$ cat config.mk
export PLATFORM = sky130hd
export DESIGN_NAME = dm_cache_param_flat
export DESIGN_NICKNAME = d
export VERILOG_FILES = /design/src/rtl/dm_cache_param_if.sv /design/src/rtl/dm_cache_param.sv /design/src/flat_wrapper.sv
export SDC_FILE = /design/constraint.sdc
export NUM_CORES = 1
export LEC_CHECK = 0
export BUFFER_PORTS_ARGS = -buffer_cell sky130_fd_sc_hd__buf_2
export CAP_MARGIN = 20
export CORE_ASPECT_RATIO = 1.4
export CORE_MARGIN = 2
export CORE_UTILIZATION = 50
export DETAILED_ROUTE_END_ITERATION = 10
export PLACE_DENSITY = 0.66
export RECOVER_POWER = 50
export SLEW_MARGIN = 20
export SYNTH_ARGS = -nofsm -noshare
export SYNTH_HDL_FRONTEND = slang
export SYNTH_SLANG_ARGS = --single-unit
$ cat constraint.sdc
create_clock -name clk -period 8.9 [get_ports clk]
set_input_delay 0.89 -clock clk [delete_from_list [all_inputs] [get_ports clk]]
set_output_delay 0.89 -clock clk [all_outputs]
set_load 0.005 [all_outputs]
$ cat src/rtl/dm_cache_param_if.sv
// Request/response, refill and flush signals of the direct-mapped read cache.
// Latency: none, wires only.
// Backpressure: req_ready from the cache, mem_ack from memory, flush_busy while invalidating.
interface dm_cache_param_if #(
    parameter int ADDR_W = 32,
    parameter int DATA_W = 32
);
    logic              req_valid;
    logic              req_ready;
    logic [ADDR_W-1:0] req_addr;
    logic              resp_valid;
    logic              resp_hit;
    logic [DATA_W-1:0] resp_data;
    logic              mem_req;
    logic [ADDR_W-1:0] mem_addr;
    logic              mem_ack;
    logic [DATA_W-1:0] mem_data;
    logic              flush;
    logic              flush_busy;

    // Cache side
    modport slave (
        input  req_valid, req_addr, mem_ack, mem_data, flush,
        output req_ready, resp_valid, resp_hit, resp_data, mem_req, mem_addr, flush_busy
    );

    // Requestor / memory / control side
    modport master (
        output req_valid, req_addr, mem_ack, mem_data, flush,
        input  req_ready, resp_valid, resp_hit, resp_data, mem_req, mem_addr, flush_busy
    );
endinterface

$ cat src/rtl/dm_cache_param.sv
// Direct-mapped read-only cache, one word per line, refill from backing memory; optional hit/miss counters under DM_CACHE_STATS_EN.
// Latency: hit response strobe two edges after acceptance; miss adds the refill wait.
// Backpressure: req_ready only in IDLE with flush low; flush takes DEPTH cycles with flush_busy high.
module dm_cache_param #(
    parameter int ADDR_W  = 32,
    parameter int DATA_W  = 32,
    parameter int INDEX_W = 4,
    parameter int OFF_W   = 2
) (
    input  logic              clk,
    input  logic              rst_n,
    dm_cache_param_if.slave   bus
`ifdef DM_CACHE_STATS_EN
    ,
    output logic [15:0]       hit_cnt,
    output logic [15:0]       miss_cnt
`endif
);
    localparam int TAG_W = ADDR_W - INDEX_W - OFF_W;
    localparam int DEPTH = 1 << INDEX_W;

    typedef enum logic [2:0] {
        IDLE,
        LOOKUP,
        REFILL,
        RESP,
        FLUSH
    } state_t;

    state_t             state;
    state_t             state_nxt;

    logic [TAG_W-1:0]   tag_q;
    logic [INDEX_W-1:0] idx_q;
    logic [DEPTH-1:0]   valid_q;
    logic [TAG_W-1:0]   tag_mem  [DEPTH];
    logic [DATA_W-1:0]  data_mem [DEPTH];
    logic [INDEX_W-1:0] flush_idx;

    logic               hit;
    logic               accept;
    logic               refill_done;
    logic               flush_last;
    logic               unused_off;

    // Offset bits only select a byte within the word and play no part in lookup
    assign unused_off  = ^bus.req_addr[OFF_W-1:0];

    assign hit         = valid_q[idx_q] && (tag_mem[idx_q] == tag_q);
    assign accept      = (state == IDLE) && bus.req_valid && bus.req_ready;
    assign refill_done = (state == REFILL) && bus.mem_ack;
    assign flush_last  = (flush_idx == INDEX_W'(DEPTH - 1));

    // State register
    always_ff @(posedge clk or negedge rst_n) begin
        if (!rst_n) begin
            state <= IDLE;
        end else begin
            state <= state_nxt;
        end
    end

    // Next-state and state-decoded outputs; flush wins over a request in IDLE
    always_comb begin
        state_nxt      = state;
        bus.req_ready  = 1'b0;
        bus.flush_busy = 1'b0;
        case (state)
            IDLE: begin
                bus.req_ready = !bus.flush;
                if (bus.flush) begin
                    state_nxt = FLUSH;
                end else if (bus.req_valid) begin
                    state_nxt = LOOKUP;
                end
            end
            LOOKUP: begin
                state_nxt = hit ? RESP : REFILL;
            end
            REFILL: begin
                if (bus.mem_ack) begin
                    state_nxt = RESP;
                end
            end
            RESP: begin
                state_nxt = IDLE;
            end
            FLUSH: begin
                bus.flush_busy = 1'b1;
                if (flush_last) begin
                    state_nxt = IDLE;
                end
            end
            default: begin
                state_nxt = IDLE;
            end
        endcase
    end

    // Latch tag and index of the accepted request
    always_ff @(posedge clk or negedge rst_n) begin
        if (!rst_n) begin
            tag_q <= '0;
            idx_q <= '0;
        end else if (accept) begin
            tag_q <= bus.req_addr[ADDR_W-1 -: TAG_W];
            idx_q <= bus.req_addr[OFF_W +: INDEX_W];
        end
    end

    // Refill request: raised on a lookup miss, held stable until mem_ack is sampled
    always_ff @(posedge clk or negedge rst_n) begin
        if (!rst_n) begin
            bus.mem_req  <= 1'b0;
            bus.mem_addr <= '0;
        end else if ((state == LOOKUP) && !hit) begin
            bus.mem_req  <= 1'b1;
            bus.mem_addr <= {tag_q, idx_q, {OFF_W{1'b0}}};
        end else if (refill_done) begin
            bus.mem_req  <= 1'b0;
        end
    end

    // Response capture on entry to RESP; strobe fires on the edge leaving RESP
    always_ff @(posedge clk or negedge rst_n) begin
        if (!rst_n) begin
            bus.resp_valid <= 1'b0;
            bus.resp_hit   <= 1'b0;
            bus.resp_data  <= '0;
        end else begin
            bus.resp_valid <= (state == RESP);
            if ((state == LOOKUP) && hit) begin
                bus.resp_hit  <= 1'b1;
                bus.resp_data <= data_mem[idx_q];
            end else if (refill_done) begin
                bus.resp_hit  <= 1'b0;
                bus.resp_data <= bus.mem_data;
            end
        end
    end

    // Valid bits: set by refill, cleared one per cycle while flushing
    always_ff @(posedge clk or negedge rst_n) begin
        if (!rst_n) begin
            valid_q <= '0;
        end else if (refill_done) begin
            valid_q[idx_q] <= 1'b1;
        end else if (state == FLUSH) begin
            valid_q[flush_idx] <= 1'b0;
        end
    end

    // Flush walk counter, parked at zero outside FLUSH
    always_ff @(posedge clk or negedge rst_n) begin
        if (!rst_n) begin
            flush_idx <= '0;
        end else if (state == FLUSH) begin
            flush_idx <= flush_last ? '0 : flush_idx + INDEX_W'(1);
        end else begin
            flush_idx <= '0;
        end
    end

    // Tag and data arrays are only written on refill and need no reset
    always_ff @(posedge clk) begin
        if (refill_done) begin
            tag_mem[idx_q]  <= tag_q;
            data_mem[idx_q] <= bus.mem_data;
        end
    end

`ifdef DM_CACHE_STATS_EN
    // Saturating hit/miss counters, cleared when a flush starts
    always_ff @(posedge clk or negedge rst_n) begin
        if (!rst_n) begin
            hit_cnt  <= '0;
            miss_cnt <= '0;
        end else if ((state == IDLE) && bus.flush) begin
            hit_cnt  <= '0;
            miss_cnt <= '0;
        end else if (state == RESP) begin
            if (bus.resp_hit) begin
                if (hit_cnt != 16'hFFFF) begin
                    hit_cnt <= hit_cnt + 16'd1;
                end
            end else begin
                if (miss_cnt != 16'hFFFF) begin
                    miss_cnt <= miss_cnt + 16'd1;
                end
            end
        end
    end
`endif

endmodule
$ cat src/flat_wrapper.sv
// flat-port wrapper written by rule: the top's interface ports become plain ports
module dm_cache_param_flat 
#(
    parameter int ADDR_W  = 32,
    parameter int DATA_W  = 32,
    parameter int INDEX_W = 4,
    parameter int OFF_W   = 2
)
  (clk, rst_n, bus_req_valid, bus_req_addr, bus_mem_ack, bus_mem_data, bus_flush, bus_req_ready, bus_resp_valid, bus_resp_hit, bus_resp_data, bus_mem_req, bus_mem_addr, bus_flush_busy);
  dm_cache_param_if #(.ADDR_W(ADDR_W), .DATA_W(DATA_W)) bus_i ();
  input  logic clk;
  input  logic rst_n;
  input wire logic [$bits(bus_i.req_valid)-1:0] bus_req_valid;
  input wire logic [$bits(bus_i.req_addr)-1:0] bus_req_addr;
  input wire logic [$bits(bus_i.mem_ack)-1:0] bus_mem_ack;
  input wire logic [$bits(bus_i.mem_data)-1:0] bus_mem_data;
  input wire logic [$bits(bus_i.flush)-1:0] bus_flush;
  output wire logic [$bits(bus_i.req_ready)-1:0] bus_req_ready;
  output wire logic [$bits(bus_i.resp_valid)-1:0] bus_resp_valid;
  output wire logic [$bits(bus_i.resp_hit)-1:0] bus_resp_hit;
  output wire logic [$bits(bus_i.resp_data)-1:0] bus_resp_data;
  output wire logic [$bits(bus_i.mem_req)-1:0] bus_mem_req;
  output wire logic [$bits(bus_i.mem_addr)-1:0] bus_mem_addr;
  output wire logic [$bits(bus_i.flush_busy)-1:0] bus_flush_busy;
  assign bus_i.req_valid = bus_req_valid;
  assign bus_i.req_addr = bus_req_addr;
  assign bus_i.mem_ack = bus_mem_ack;
  assign bus_i.mem_data = bus_mem_data;
  assign bus_i.flush = bus_flush;
  assign bus_req_ready = bus_i.req_ready;
  assign bus_resp_valid = bus_i.resp_valid;
  assign bus_resp_hit = bus_i.resp_hit;
  assign bus_resp_data = bus_i.resp_data;
  assign bus_mem_req = bus_i.mem_req;
  assign bus_mem_addr = bus_i.mem_addr;
  assign bus_flush_busy = bus_i.flush_busy;
  dm_cache_param #(.ADDR_W(ADDR_W), .DATA_W(DATA_W), .INDEX_W(INDEX_W), .OFF_W(OFF_W)) u_core (.clk(clk), .rst_n(rst_n), .bus(bus_i));
endmodule
# ---- Yosys cells after proc, flatten, opt, wreduce, memory -nomap -nowiden
# Memories as Yosys holds them, arrays and structs flattened. A register that Yosys moved wholly into a read port is not among the register bits.
# Cells that the tools add are included.
dict set report word_totals {
  register_bits 86
  mem_bits_rw 928
  inputBits 69
  out_inout_bits 69
  wordCells 67
  n_memories 2
}
dict set report classes {
  addsub 1
  order_cmp 4
  eq_ne 9
  muxes 23
  bitwise_logic 3
  n_reduce_logical 16
}
# name words width rd rd_ports_with_merged_regs wr line_no
set mem_list {}
lappend mem_list {u_core.data_mem 16 32 1 1 1 dm_cache_param.sv:37} ;# logic [DATA_W-1:0] data_mem [DEPTH];
lappend mem_list {u_core.tag_mem 16 26 1 0 1 dm_cache_param.sv:36} ;# logic [TAG_W-1:0] tag_mem [DEPTH];
# op count
set op_table {}
lappend op_table {{two-way mux 16 bit} 2}
lappend op_table {{equality test 26 bit} 1}
lappend op_table {{bitwise AND 16 bit} 1}
lappend op_table {{NOT 16 bit} 1}
lappend op_table {{OR 16 bit} 1}
lappend op_table {{two-way mux 3 bit} 4}
lappend op_table {{case mux 3 bit (4 select lines)} 1}
lappend op_table {{two-way mux 1 bit} 11}
lappend op_table {{less-than comparator 4 x 5 -> 1 bit, second input constant} 2}
lappend op_table {{demux 1 bit (select 4 bit)} 2}
lappend op_table {{>= comparator 4 x 1 -> 1 bit, second input constant} 2}
lappend op_table {{logical AND 1 bit} 8}
lappend op_table {{two-way mux 4 bit} 2}
lappend op_table {{equality test 3 x 2 -> 1 bit, second input constant} 2}
lappend op_table {{nonzero test 2 bit} 3}
lappend op_table {{adder 4 x 1 -> 4 bit, second input constant} 1}
lappend op_table {{binary-select mux 1 bit (select 4 bit)} 1}
lappend op_table {{equality test 4 bit, second input constant} 1}
lappend op_table {{equality test 3 x 1 -> 1 bit, second input constant} 1}
lappend op_table {{equality test 3 bit, second input constant} 1}
lappend op_table {{zero test 1 bit} 3}
lappend op_table {{zero test 3 bit} 1}
lappend op_table {{inequality test 3 bit, second input constant} 1}
lappend op_table {{AND reduction 3 bit} 1}
lappend op_table {{2 further kinds} 2}

# ---- Logic depth before layout (Yosys ltp)
dict set report depth {
  word_depth 8
  ltp_mapped 15
  ltp_nobuf 8
}

# ---- Worst setup path before layout
# Ideal clock, no wire load.
dict set report synth_timing {
  path_kind {input-to-reg}
  startpoint {input port bus_mem_ack}
  endpoint {memory u_core.data_mem[3][0] (enable)}
  setup_ns 0.548
  arrival_ns 5.886
  t_required_ns 8.352
  slack_ns 2.466
  cell_stages 4
  n_path_buf 0
  cell_sequence {inv_1 > nor4_1 > nand2_1 > nor3_1}
}
dict set report synth_between {
  elab_chain_cells 3
}
# element line_no
set synth_lines {}
lappend synth_lines {{from (decl)} flat_wrapper.sv:15} ;# input wire logic [$bits(bus_i.mem_ack)-1:0] bus_mem_ack;
lappend synth_lines {{logical AND 1 bit} dm_cache_param.sv:51} ;# assign refill_done = (state == REFILL) && bus.mem_ack;
lappend synth_lines {{two-way mux 1 bit} dm_cache_param.sv:166} ;# if (refill_done) begin
lappend synth_lines {{two-way mux 1 bit (not written as such)} dm_cache_param.sv:168} ;# data_mem[idx_q] <= bus.mem_data;
lappend synth_lines {{to (decl)} dm_cache_param.sv:37}
# Every way passes these cells.

==> results.md <==
- Die extent in x: 246 µm
- Post-route DRC violation count: 0
- CTS tree: yes
- # hold bufs at CTS: 0
- Deepest clock path buffer count: 3
- First-pass GRT wire length: 141000 µm
- Clk Latency, worst-skew pair: 670 ps
- Cell count of the worst reg-to-reg path: 11
- Final Setup Violations: 0
- Crit path top cell by count: clkbuf_1
- CTS Root Buffer Type: clkbuf_16
- R2r setup slk: 2750 ps
- Final Skew: 25.8 ps
- Slew @ Worst Pin: 4550 ps
- # H-tree levels: 3
- Synth Instances: 1996
- Peak Freq: 0.152 GHz
- R2r startpoint: u_core.idx_q[0]
- GPL Wtd Cong: 0.765
- Drt initial violations: 1845
- Filler instances: 6115
- Arr. time, crit path: 6300 ps
- Crit start category: primary input
- Status: finished, violations left
- Antenna violations before repair: 2
- Overall Global Routing Usage: 23.3%
- Max-cap violations: 2
- Critical Path Slowest Stage Cell: clkbuf_1
- Nets: 2254
- Largest net degree at the start of global routing: 114
- Min Tclk post-route: 6570 ps
- TritonRoute pass-1 iters: 5
- Clock sink count: 1046
- TNS Setup: 0 ps
- Via-per-instance ratio: 6.08
- Sequential fraction of the synthesis area: 75.4%
- Hold path endpoint: u_core.tag_q[9]
- Die Area: 0.0840 mm²
- Unique masters post-synth: 56
- Maximum VDD drop: 0.230 mV
- # resized after CTS: 0
- Hold path start: bus_req_addr[15]
- HPWL Detailed: 51200 µm
- Syn_area_per_cell: 20.5 µm²
- Global-route track usage on met2: 40.0%
- Worst min path class: primary input to register
- CP top delay family: buffers and inverters
- Post-CTS setup buffer count: 0
- Pins over their slew limit: 121
- CP Max Fanout: 74
- Met3 Use GR: 3.63%
- Buffers on Ports: 133
- Share of cells above drive strength 1: 26.1%
- Worst-path clk slew: 60 ps
- Rel. slew slack: -204%
- Core box area: 0.0813 mm²
- CP peak stage delay: 3120 ps
- Final wirelength: 96200 µm
- Final clock period utilization by the worst path: 73.8%
- Initial Utilization: 50.3%
- Grt total ovfl: 0
- R2R Path End: u_core.bus.mem_addr[28]
- Boundary Pins: 138
- Hold Path Depth: 2
- CTS Buf Count: 97
- Fraction of registers with async set/reset: 11.3%
- Routed wire per std cell: 28.9 µm
- Synth warn: 0
- Synth Register Bits: 1046
- GR peak layer: met2
- Vias in the first global route: 21200
- Worst path cell trace: clkbuf_1 -> clkbuf_1
- Worst Setup Slack, final: 2330 ps
- Crit. End Element: async pin
- PwrDens: 312 mW/mm²
- Violated checks: capacitance limit, slew limit
- Remaining antenna violation count after routing: 0
- Place WS: 2580 ps
- Unrepaired setup endpoints after global routing: no
- Worst Path Buf+Inv: 2
- Vias: 20300
- Mapped cell area: 0.0409 mm²
- Rows: 124
- Data required, critical path: 8630 ps
- Primary FF master, synth: edfxtp_1
- Met1 global-route usage: 30.6%
- Hold Fails Final Rpt: 0
- P_leak: 15.5 nW
- Crit Path Class: primary input to async pin
- Area Overhead vs Synth: 12.6%
- Post-synth EDFFs: 928
- Die height: 342 µm
kinds of logic (layout without fill, tap and decap cells):
logic type	Yosys count	count (layout)	share of synthesized area, %
AO/OA/AOI/OAI	163	163	2.98
XOR/XNOR	35	35	0.750
adder cells (fa/ha/maj)	4	4	0.123
buffers and inverters	123	386	1.39
flip-flops	1046	1046	75.4
multiplexers	399	399	16.9
other	1	4	0.00918
AND/OR/NAND/NOR	225	225	2.37
report_power, final:
part	total, W	internal, W	switching [W]
registers	0.00649	0.00594	0.000556
clock network	0.00407	0.00231	0.00176
logic	0.00378	0.00181	0.00198
total	0.0143	0.0101	0.00429
cells in the final DEF (no fill, tap or decap), types with 31 or more instances in the layout:
cell type	instances
mux2_2	60
nor2_1	126
clkbuf_1	84
nand2_1	31
a41o_1	32
clkbuf_16	99
dfrtp_1	114
mux4_2	228
a21oi_1	54
edfxtp_1	928
buf_2	85
buf_4	50
mux2i_1	110
stage by stage:
step	total power (W)	util, %	std cells	cell area [µm²]	hold WS (ps)
after floorplan	0.00913	-	1997	40900	465
after global placement	0.0104	52.9	3152	43000	480
after detailed placement	0.0105	52.9	3153	43000	481
after CTS	0.0145	56.7	3331	46100	276
after global routing	0.0149	56.6	3332	46000	423
final	0.0143	56.6	3333	46000	446
sequential cells by signal, indices dropped and copies added (netlist names), 3 cells and up:
name and flops:
u_core.data_mem 512, u_core.tag_mem 416, u_core.tag_q 26, u_core.idx_q 4, u_core.state 3, u_core.flush_idx 4
u_core.bus.resp_data 32, u_core.bus.mem_addr 30, u_core.valid_q 16
Yosys cell counts (2+ instances only):
master	number	area [µm²]
a221oi_1	5	43.8
nand2b_1	5	31.3
nor4_1	4	25.0
clkbuf_1	54	203
buf_4	10	75.1
a41oi_1	2	17.5
nand3_1	6	30.0
mux2i_1	110	1100
dfrtp_1	118	2950
a22o_1	9	78.8
nand3b_1	2	15.0
a22oi_1	26	195
o221ai_1	2	17.5
xor2_1	17	149
o21ai_0	7	35.0
edfxtp_1	928	27900
mux2_2	60	676
nand2_1	32	120
o21a_1	2	15.0
a31o_2	2	17.5
nor3_1	14	70.1
buf_2	31	155
inv_1	11	41.3
o2111ai_1	2	17.5
nand4_1	3	18.8
and2_1	3	18.8
or4_1	2	15.0
a21oi_1	54	270
nor2_1	138	518
a41o_1	32	320
ha_1	4	50.1
a2111oi_0	4	35.0
a211oi_1	2	15.0
buf_1	12	45.0
mux4_2	228	5130
xnor2_1	18	158
a21o_1	3	22.5
nor2b_1	6	37.5
nor3b_1	4	30.0
and3_1	5	31.3
buf_6	4	45.0
how the worst max path moves through the flow:
stage	slack [ps]	endpoint	depth (start not counted)	from
final	2330	u_core.idx_q[3]	2	rst_n
after global routing	1170	u_core.idx_q[3]	2	rst_n
after CTS	2550	u_core.bus.mem_addr[28]	11	u_core.idx_q[0]
after detailed placement	2580	u_core.bus.mem_addr[28]	11	u_core.idx_q[0]
after global placement	2590	u_core.bus.mem_addr[30]	11	u_core.idx_q[0]
after floorplan	2470	u_core.data_mem[3][0]	4	bus_mem_ack
layout make-up:
class | count | area [µm²] | share of cell area, %
multi-input cells | 828 | 9600 | 20.9
diodes | 2 | 5.00 | 0.0109
clock inverters | 46 | 433 | 0.941
clock buffers | 132 | 2670 | 5.81
well taps | 1071 | 1340 | 2.91
flip-flops and latches | 1046 | 30800 | 67.0
repair buffers | 196 | 1080 | 2.34
inverters | 12 | 46.3 | 0.101
layer usage:
metal  wire length [µm]  vias to the layer above
met1              37700                    10800
li1                   -                     8531
met3               5810                      157
met4               2900                        2
met5                 12                        -
met2              49800                      757
Power figures use the tool's default switching activity.
